==> config.mk <==
export PLATFORM = sky130hd
export DESIGN_NAME = param_csa_pipe
export DESIGN_NICKNAME = d
export VERILOG_FILES = /design/src/rtl/param_csa_pipe.sv
export SDC_FILE = /design/constraint.sdc
export NUM_CORES = 1
export LEC_CHECK = 0
export ABC_AREA = 1
export BUFFER_PORTS_ARGS = -buffer_cell sky130_fd_sc_hd__buf_2
export CORE_ASPECT_RATIO = 1.1
export CORE_MARGIN = 5
export CORE_UTILIZATION = 35
export CTS_BUF_LIST = sky130_fd_sc_hd__clkbuf_4
export CTS_CLUSTER_DIAMETER = 100
export CTS_CLUSTER_SIZE = 28
export DETAILED_ROUTE_END_ITERATION = 10
export SLEW_MARGIN = 20
export SYNTH_ARGS = -nofsm -noshare
export SYNTH_HDL_FRONTEND = slang
export SYNTH_SLANG_ARGS = --single-unit
==> constraint.sdc <==
create_clock -name clock -period 3.25 [get_ports clock]
set_input_delay 0.325 -clock clock [delete_from_list [all_inputs] [get_ports clock]]
set_output_delay 0.325 -clock clock [all_outputs]
set_load 0.1 [all_outputs]
==> src/rtl/param_csa_pipe.sv <==
// Two-stage pipelined carry-select adder with valid/ready handshaking on both sides.
// Define CSA_SUB_EN to add the 'sub' input (a - b computed as a + ~b + 1).
module param_csa_pipe #(
  parameter int WIDTH = 32,
  parameter int BLOCK = 8
) (
  input  logic             clock,
  input  logic             reset,
  input  logic             in_valid,
  output logic             in_ready,
  input  logic [WIDTH-1:0] a,
  input  logic [WIDTH-1:0] b,
  input  logic             ci,
`ifdef CSA_SUB_EN
  input  logic             sub,
`endif
  output logic             out_valid,
  input  logic             out_ready,
  output logic [WIDTH-1:0] s,
  output logic             co,
  output logic             overflow
);

  // WIDTH must be a multiple of BLOCK and hold at least two blocks.
  localparam int NB = WIDTH / BLOCK;
  localparam int UW = WIDTH - BLOCK;

  logic [WIDTH-1:0] bEff;
  logic             cEff;

`ifdef CSA_SUB_EN
  assign bEff = sub ? ~b : b;
  assign cEff = sub ? 1'b1 : ci;
`else
  assign bEff = b;
  assign cEff = ci;
`endif

  logic             s1Valid;
  logic             s1Advance;
  logic             s2Advance;

  logic [BLOCK-1:0] lowSumD, lowSumQ;
  logic             lowCarryD, lowCarryQ;
  logic [UW-1:0]    sum0D, sum1D, sum0Q, sum1Q;
  logic [NB-2:0]    carry0D, carry1D, carry0Q, carry1Q;
  logic             ovf0D, ovf1D, ovf0Q, ovf1Q;
  logic [BLOCK:0]   blk0, blk1;

  logic [WIDTH-1:0] sumD;
  logic             coD;
  logic             ovfD;
  logic             carryChain;

  assign s2Advance = !out_valid || out_ready;
  assign s1Advance = !s1Valid || s2Advance;
  assign in_ready  = s1Advance;

  // Upper blocks precompute both carry-in outcomes so stage 2 only has to select.
  always_comb begin
    blk0    = '0;
    blk1    = '0;
    sum0D   = '0;
    sum1D   = '0;
    carry0D = '0;
    carry1D = '0;
    {lowCarryD, lowSumD} = {1'b0, a[BLOCK-1:0]} + {1'b0, bEff[BLOCK-1:0]}
                         + {{BLOCK{1'b0}}, cEff};
    for (int k = 1; k < NB; k++) begin
      blk0 = {1'b0, a[k*BLOCK +: BLOCK]} + {1'b0, bEff[k*BLOCK +: BLOCK]};
      blk1 = blk0 + {{BLOCK{1'b0}}, 1'b1};
      sum0D[(k-1)*BLOCK +: BLOCK] = blk0[BLOCK-1:0];
      sum1D[(k-1)*BLOCK +: BLOCK] = blk1[BLOCK-1:0];
      carry0D[k-1] = blk0[BLOCK];
      carry1D[k-1] = blk1[BLOCK];
    end
    ovf0D = (a[WIDTH-1] == bEff[WIDTH-1]) && (sum0D[UW-1] != a[WIDTH-1]);
    ovf1D = (a[WIDTH-1] == bEff[WIDTH-1]) && (sum1D[UW-1] != a[WIDTH-1]);
  end

  always_ff @(posedge clock or posedge reset) begin
    if (reset) begin
      s1Valid   <= 1'b0;
      lowSumQ   <= '0;
      lowCarryQ <= 1'b0;
      sum0Q     <= '0;
      sum1Q     <= '0;
      carry0Q   <= '0;
      carry1Q   <= '0;
      ovf0Q     <= 1'b0;
      ovf1Q     <= 1'b0;
    end else if (s1Advance) begin
      s1Valid <= in_valid;
      if (in_valid) begin
        lowSumQ   <= lowSumD;
        lowCarryQ <= lowCarryD;
        sum0Q     <= sum0D;
        sum1Q     <= sum1D;
        carry0Q   <= carry0D;
        carry1Q   <= carry1D;
        ovf0Q     <= ovf0D;
        ovf1Q     <= ovf1D;
      end
    end
  end

  // Ripple the block carries; the top block's overflow is chosen by its incoming carry.
  always_comb begin
    carryChain         = lowCarryQ;
    sumD               = '0;
    sumD[BLOCK-1:0]    = lowSumQ;
    ovfD               = ovf0Q;
    for (int k = 1; k < NB; k++) begin
      sumD[k*BLOCK +: BLOCK] = carryChain ? sum1Q[(k-1)*BLOCK +: BLOCK]
                                          : sum0Q[(k-1)*BLOCK +: BLOCK];
      if (k == NB - 1) begin
        ovfD = carryChain ? ovf1Q : ovf0Q;
      end
      carryChain = carryChain ? carry1Q[k-1] : carry0Q[k-1];
    end
    coD = carryChain;
  end

  always_ff @(posedge clock or posedge reset) begin
    if (reset) begin
      out_valid <= 1'b0;
      s         <= '0;
      co        <= 1'b0;
      overflow  <= 1'b0;
    end else if (s2Advance) begin
      out_valid <= s1Valid;
      if (s1Valid) begin
        s        <= sumD;
        co       <= coD;
        overflow <= ovfD;
      end
    end
  end

endmodule

* After elaboration in Yosys (flattened, before gate mapping)
Index checks and enable logic that the tools add are counted.
Storage, ports and cells: register bits 101, bits of input ports 69, output and inout bits 36, logic and storage cells 39
Cells by class: add/subtract/negate cells 8, equal/unequal tests 3, mux-type cells 7, reduce and logical (&&, ||, !) cells 8
Operators with widths (count):
- adder 8 x 8 -> 9 bit | 4
- adder 9 x 1 -> 9 bit (second input constant) | 3
- 2-to-1 mux 8 bit | 3
- adder 9 x 1 -> 9 bit | 1
- 2-to-1 mux 1 bit | 4
- AND reduction 2 bit | 2
- logical AND 1 bit | 2
- logical NOT 1 bit | 2
- logical OR 1 bit | 2
- != test 1 bit | 2
- == test 1 bit | 1

* Logic depth before layout (Yosys ltp)
word-level depth 4, gate-level depth with buffers 15, gate-level depth less buffers 15

* Worst setup path after synthesis
Ideal clock, no wire load.
path kind register to register, start point reg out_valid, end point reg sum0Q[15], library setup time 119 ps, arrival time 3046 ps, required time 3131 ps, slack 85 ps, stages on the path, launching flop included 6, buffers on the path 1, clock period less this slack 3165 ps, cells stage by stage dfrtp_1 -> nand3_1 -> nand2_1 -> clkinv_1 -> clkbuf_1 -> o21a_1
On the way: word-level cells in the longest chain between the ends 4
RTL lines:
- from (decl) | line 17 | output logic out_valid,
- from (signal assigned) | line 131 | out_valid <= s1Valid;
- logical NOT 1 bit | line 55 | assign s2Advance = !out_valid || out_ready;
- logical OR 1 bit | line 55
- logical OR 1 bit | line 56 | assign s1Advance = !s1Valid || s2Advance;
- via in_ready | line 10 | output logic in_ready,
- AND reduction 2 bit (no source line)
- to (signal assigned) | line 97 | sum0Q <= sum0D;
- to (decl) | line 45 | logic [UW-1:0] sum0D, sum1D, sum0Q, sum1Q;
The timed path passes the listed nets, and every way through them passes these cells. A chain may end at the register's enable or synchronous reset.

* Final worst setup path
start point reg lowCarryQ, end point reg co
On the way: word-level cells in the longest chain between the ends 3
RTL lines:
- from (decl) | line 44 | logic lowCarryD, lowCarryQ;
- from (signal assigned) | line 96 | lowCarryQ <= lowCarryD;
- 2-to-1 mux 1 bit (3 in a row) | line 119 | carryChain = carryChain ? carry1Q[k-1] : carry0Q[k-1];
- to (signal assigned) | line 134 | co <= coD;
- to (decl) | line 20 | output logic co,
No other way between the ends.

==> run summary <==
## Placement
- weighted congestion reported at the end of routability-driven placement: 0.833
- count of input and output buffers: 104
- Place WS: 882 ps
- HPWL after detailed placement: 9920 µm
- total placed instance area: 0.00658 mm²

## Timing
- ratio of final minimum period to clock period: 59.9%
- maximum operating frequency: 0.514 GHz
- Final setup violation count: 0
- relative slew slack: 51.9%
- number of max-slew violations in the final report: 0
- RSZ-0062 raised after global routing: no
- Fin Setup TNS: 0 ps
- actual transition at the worst max-transition pin: 721 ps
- post-route clock skew: 19.2 ps
- post-layout min period: 1950 ps
- slack of the critical path: 1300 ps
- Final Hold Fails: 0

## Synthesis
- area share of the leading cell type in the synthesized netlist: 43.2%
- post-synthesis cell area: 0.00586 mm²
- count of flip-flops with a built-in enable after synthesis: 0
- number of nets in the synthesized netlist: 856
- proportion of synthesized flip-flops having asynchronous set or reset: 100%
- sequential element share of the synthesized area: 43.2%
- number of synthesized register bits: 101
- post-synthesis cell type count: 43
- most used flip-flop cell after synthesis: sky130_fd_sc_hd__dfrtp_1
- area leader, netlist: sky130_fd_sc_hd__dfrtp_1
- Yosys warning total: 0
- mean post-synth cell area: 7.83 µm²
- Cells after Synth: 748
- top post-synthesis cells by area: sky130_fd_sc_hd__dfrtp_1 43%, sky130_fd_sc_hd__nand2_1 15%, sky130_fd_sc_hd__ha_1 7.3%, sky130_fd_sc_hd__o21ai_0 5.6%, sky130_fd_sc_hd__inv_1 4.0%

## Global route
- initial antenna violation count: 1
- met2 routing resource usage after global routing: 24.2%
- Most Crowded Layer GR: met2
- number of global-route vias before repair: 4,931
- largest net degree at the start of global routing: 62
- overflow left after global routing: 0
- overall track demand over capacity in global routing: 14.1%
- global routing usage on met1: 18.5%
- wire length of the first global-routing pass: 23,100 µm
- met3 layer usage reported by global route: 2.35%

## Drt
- antenna violation net count after detailed routing: 0
- TritonRoute pass-1 iters: 4
- DR vias: 4,965
- remaining routing DRC violations: 0
- routed vias/inst: 4.69
- Total Wirelength: 13,200 µm
- DRT iter0 DRCs: 206
- average routed wire per standard cell: 12.5 µm

## Clock tree
- CTS H-Tree Depth: 3
- total number of clock tree sinks: 101
- clock edge transition at the registers on the reported setup and hold paths: 180 ps
- Num CTS Buffers: 9
- clock latency at the later pin of the worst-skew pair: 460 ps
- total of cells resized after clock tree synthesis: 0
- CTS max path bufs: 2
- TritonCTS clock tree: done
- CTS root buf: sky130_fd_sc_hd__clkbuf_4
- Post-CTS Repair Setup Buffers: 0
- # hold bufs at CTS: 1

## Finish
- Synth-to-Final Area Change: 15.6%
- most common library cell in the layout ignoring fill and taps: sky130_fd_sc_hd__nand2_1
- Final Net Count: 957
- ratio of cells with drive above 1 in the final layout: 19.4%
- top library cells by usage in the layout, fill and taps aside: 238 x sky130_fd_sc_hd__nand2_1, 104 x sky130_fd_sc_hd__buf_2, 101 x sky130_fd_sc_hd__dfrtp_1
- Final Instance Area: 0.00677 mm²

## Setup path
- critical path's largest stage delay: 590 ps
- WP buf/inv: 2
- Worst Setup SP: lowCarryQ$_DFFE_PP0P_
- Max FO, Critical Path: 11
- CP cell instances: inv_4 > or2_4 > nand2_4 > nand2_1 > nand2_2 > clkinv_2 > o21ai_0 > o21ai_1
- launching element type of the critical path: register
- number of logic stages on the critical path including buffering: 8
- worst setup path end: co$_DFFE_PP0P_
- Crit Path Category: register to register
- length in cells of the worst reg-to-reg path: 8
- Crit Reg-Reg Endpoint: co$_DFFE_PP0P_
- slowest cell on the critical path: sky130_fd_sc_hd__dfrtp_1
- critical path data required time: 3600 ps
- data arrival time at the worst-slack endpoint: 2300 ps
- family with the most delay on the worst path: simple AND/OR/NAND/NOR gates
- type of destination of the critical path: register
- setup slack of the most critical reg-to-reg path: 1300 ps
- launch instance of the worst register-to-register path: lowCarryQ$_DFFE_PP0P_

## Pwr
- clock network fraction of design power: 15.4%
- Leakage: 3.52 nW
- peak ir drop on the vdd network: 284 µV
- switching fraction of total power: 52.8%
- Sw Pwr: 2.73 mW
- Comb pwr share: 49.7%
- cell internal pwr: 2.44 mW
- sequential fraction of design power: 34.9%
- power density normalized to cell area: 764 mW/mm²
- Total Power Consumption: 5.17 mW

## Floorplanning
- starting utilization of the core area: 35.8%
- Core Area: 0.0164 mm²
- die height: 146 µm
- number of top-level design ports: 105
- placement row count: 49
- Die Width: 133 µm
- Die ar.: 0.0194 mm²

## Flow run
- max-cap viol count: 0

## Outcome
- outcome: completed

## Min path
- Min-Delay Path Class: input port to register

## worst register-to-register path, stage by stage (launching register included)
cell and delay [ps]:
sky130_fd_sc_hd__dfrtp_1 590, sky130_fd_sc_hd__inv_4 110, sky130_fd_sc_hd__or2_4 260, sky130_fd_sc_hd__nand2_4 120
sky130_fd_sc_hd__nand2_1 80, sky130_fd_sc_hd__nand2_2 220, sky130_fd_sc_hd__clkinv_2 190, sky130_fd_sc_hd__o21ai_0 200
sky130_fd_sc_hd__o21ai_1 70
## layout make-up
type / instances / area (µm²)
Antenna cell: 1 / 2.50
Clock buffer: 9 / 67.6
Clock inverter: 7 / 114
Fill cell: 1743 / 9600
Inverter: 71 / 273
Multi-Input combinational cell: 555 / 2940
Sequential cell: 101 / 2530
Tap cell: 204 / 255
Timing Repair Buffer: 111 / 588
## power groups by stage
stage	clock network, mW	registers, mW	logic, mW
2_1_floorplan	0	3.11	0.822
3_3_place_gp	0	1.84	2.58
3_5_place_dp	0	1.84	2.60
4_1_cts	0.828	1.81	2.61
5_1_grt	0.865	1.86	2.79
6_report	0.796	1.81	2.57
## cell families after synthesis
| group | synth area share (%) |
|---|---|
| AO/OA/AOI/OAI | 11.9 |
| flip-flops | 43.2 |
| adder cells (fa/ha/maj) | 8.97 |
| buffers and inverters | 6.62 |
| AND/OR/NAND/NOR | 27.8 |
| XOR/XNOR | 1.47 |
## metal layers
metal,vias to the layer above,share of wire (%)
met5,-,0
met4,0,1.5
met3,14,3.2
met2,75,48
met1,2232,47
li1,2644,-
## per-stage QoR
| step | cells | utilization, % | hold WS, ps |
|---|---|---|---|
| 6_report | 1059 | 41.4 | 140 |
| 5_1_grt | 1059 | 41.4 | 142 |
| 3_5_place_dp | 1041 | 40.2 | 460 |
| 4_1_cts | 1058 | 41.3 | 91.1 |
| 2_1_floorplan | 748 | - | 442 |
| 3_3_place_gp | 1041 | 40.2 | 454 |
## registers in the layout, indices dropped and copies added (netlist names)
register   cells
s             32
sum0Q         24
sum1Q         24
lowSumQ        8
carry0Q        3
carry1Q        3
co             1
lowCarryQ      1
out_valid      1
overflow       1
ovf0Q          1
ovf1Q          1
s1Valid        1
## synthesized netlist by cell type, drive strengths merged, types with 5 or more instances
cell type  count
a21oi         18
a31oi         13
buf            9
clkbuf        12
dfrtp        101
fa             5
ha            34
inv           68
nand2        252
nand3         48
nand4         10
nor2          64
o21ai         80
o31ai          5
xor2           6
## worst min-delay path by stage
stage | cells past startpoint | start | end
after floorplan | 2 | lowSumQ[0]$_DFFE_PP0P_ | s[0]$_DFFE_PP0P_
after CTS | 4 | out_ready | out_valid$_DFFE_PP0P_
after detailed placement | 2 | s[2]$_DFFE_PP0P_ | s[2]$_DFFE_PP0P_
after global routing | 4 | out_ready | out_valid$_DFFE_PP0P_
final | 4 | out_ready | out_valid$_DFFE_PP0P_
after global placement | 2 | lowSumQ[2]$_DFFE_PP0P_ | s[2]$_DFFE_PP0P_
No activity file was read; power rests on OpenSTA's default activity.
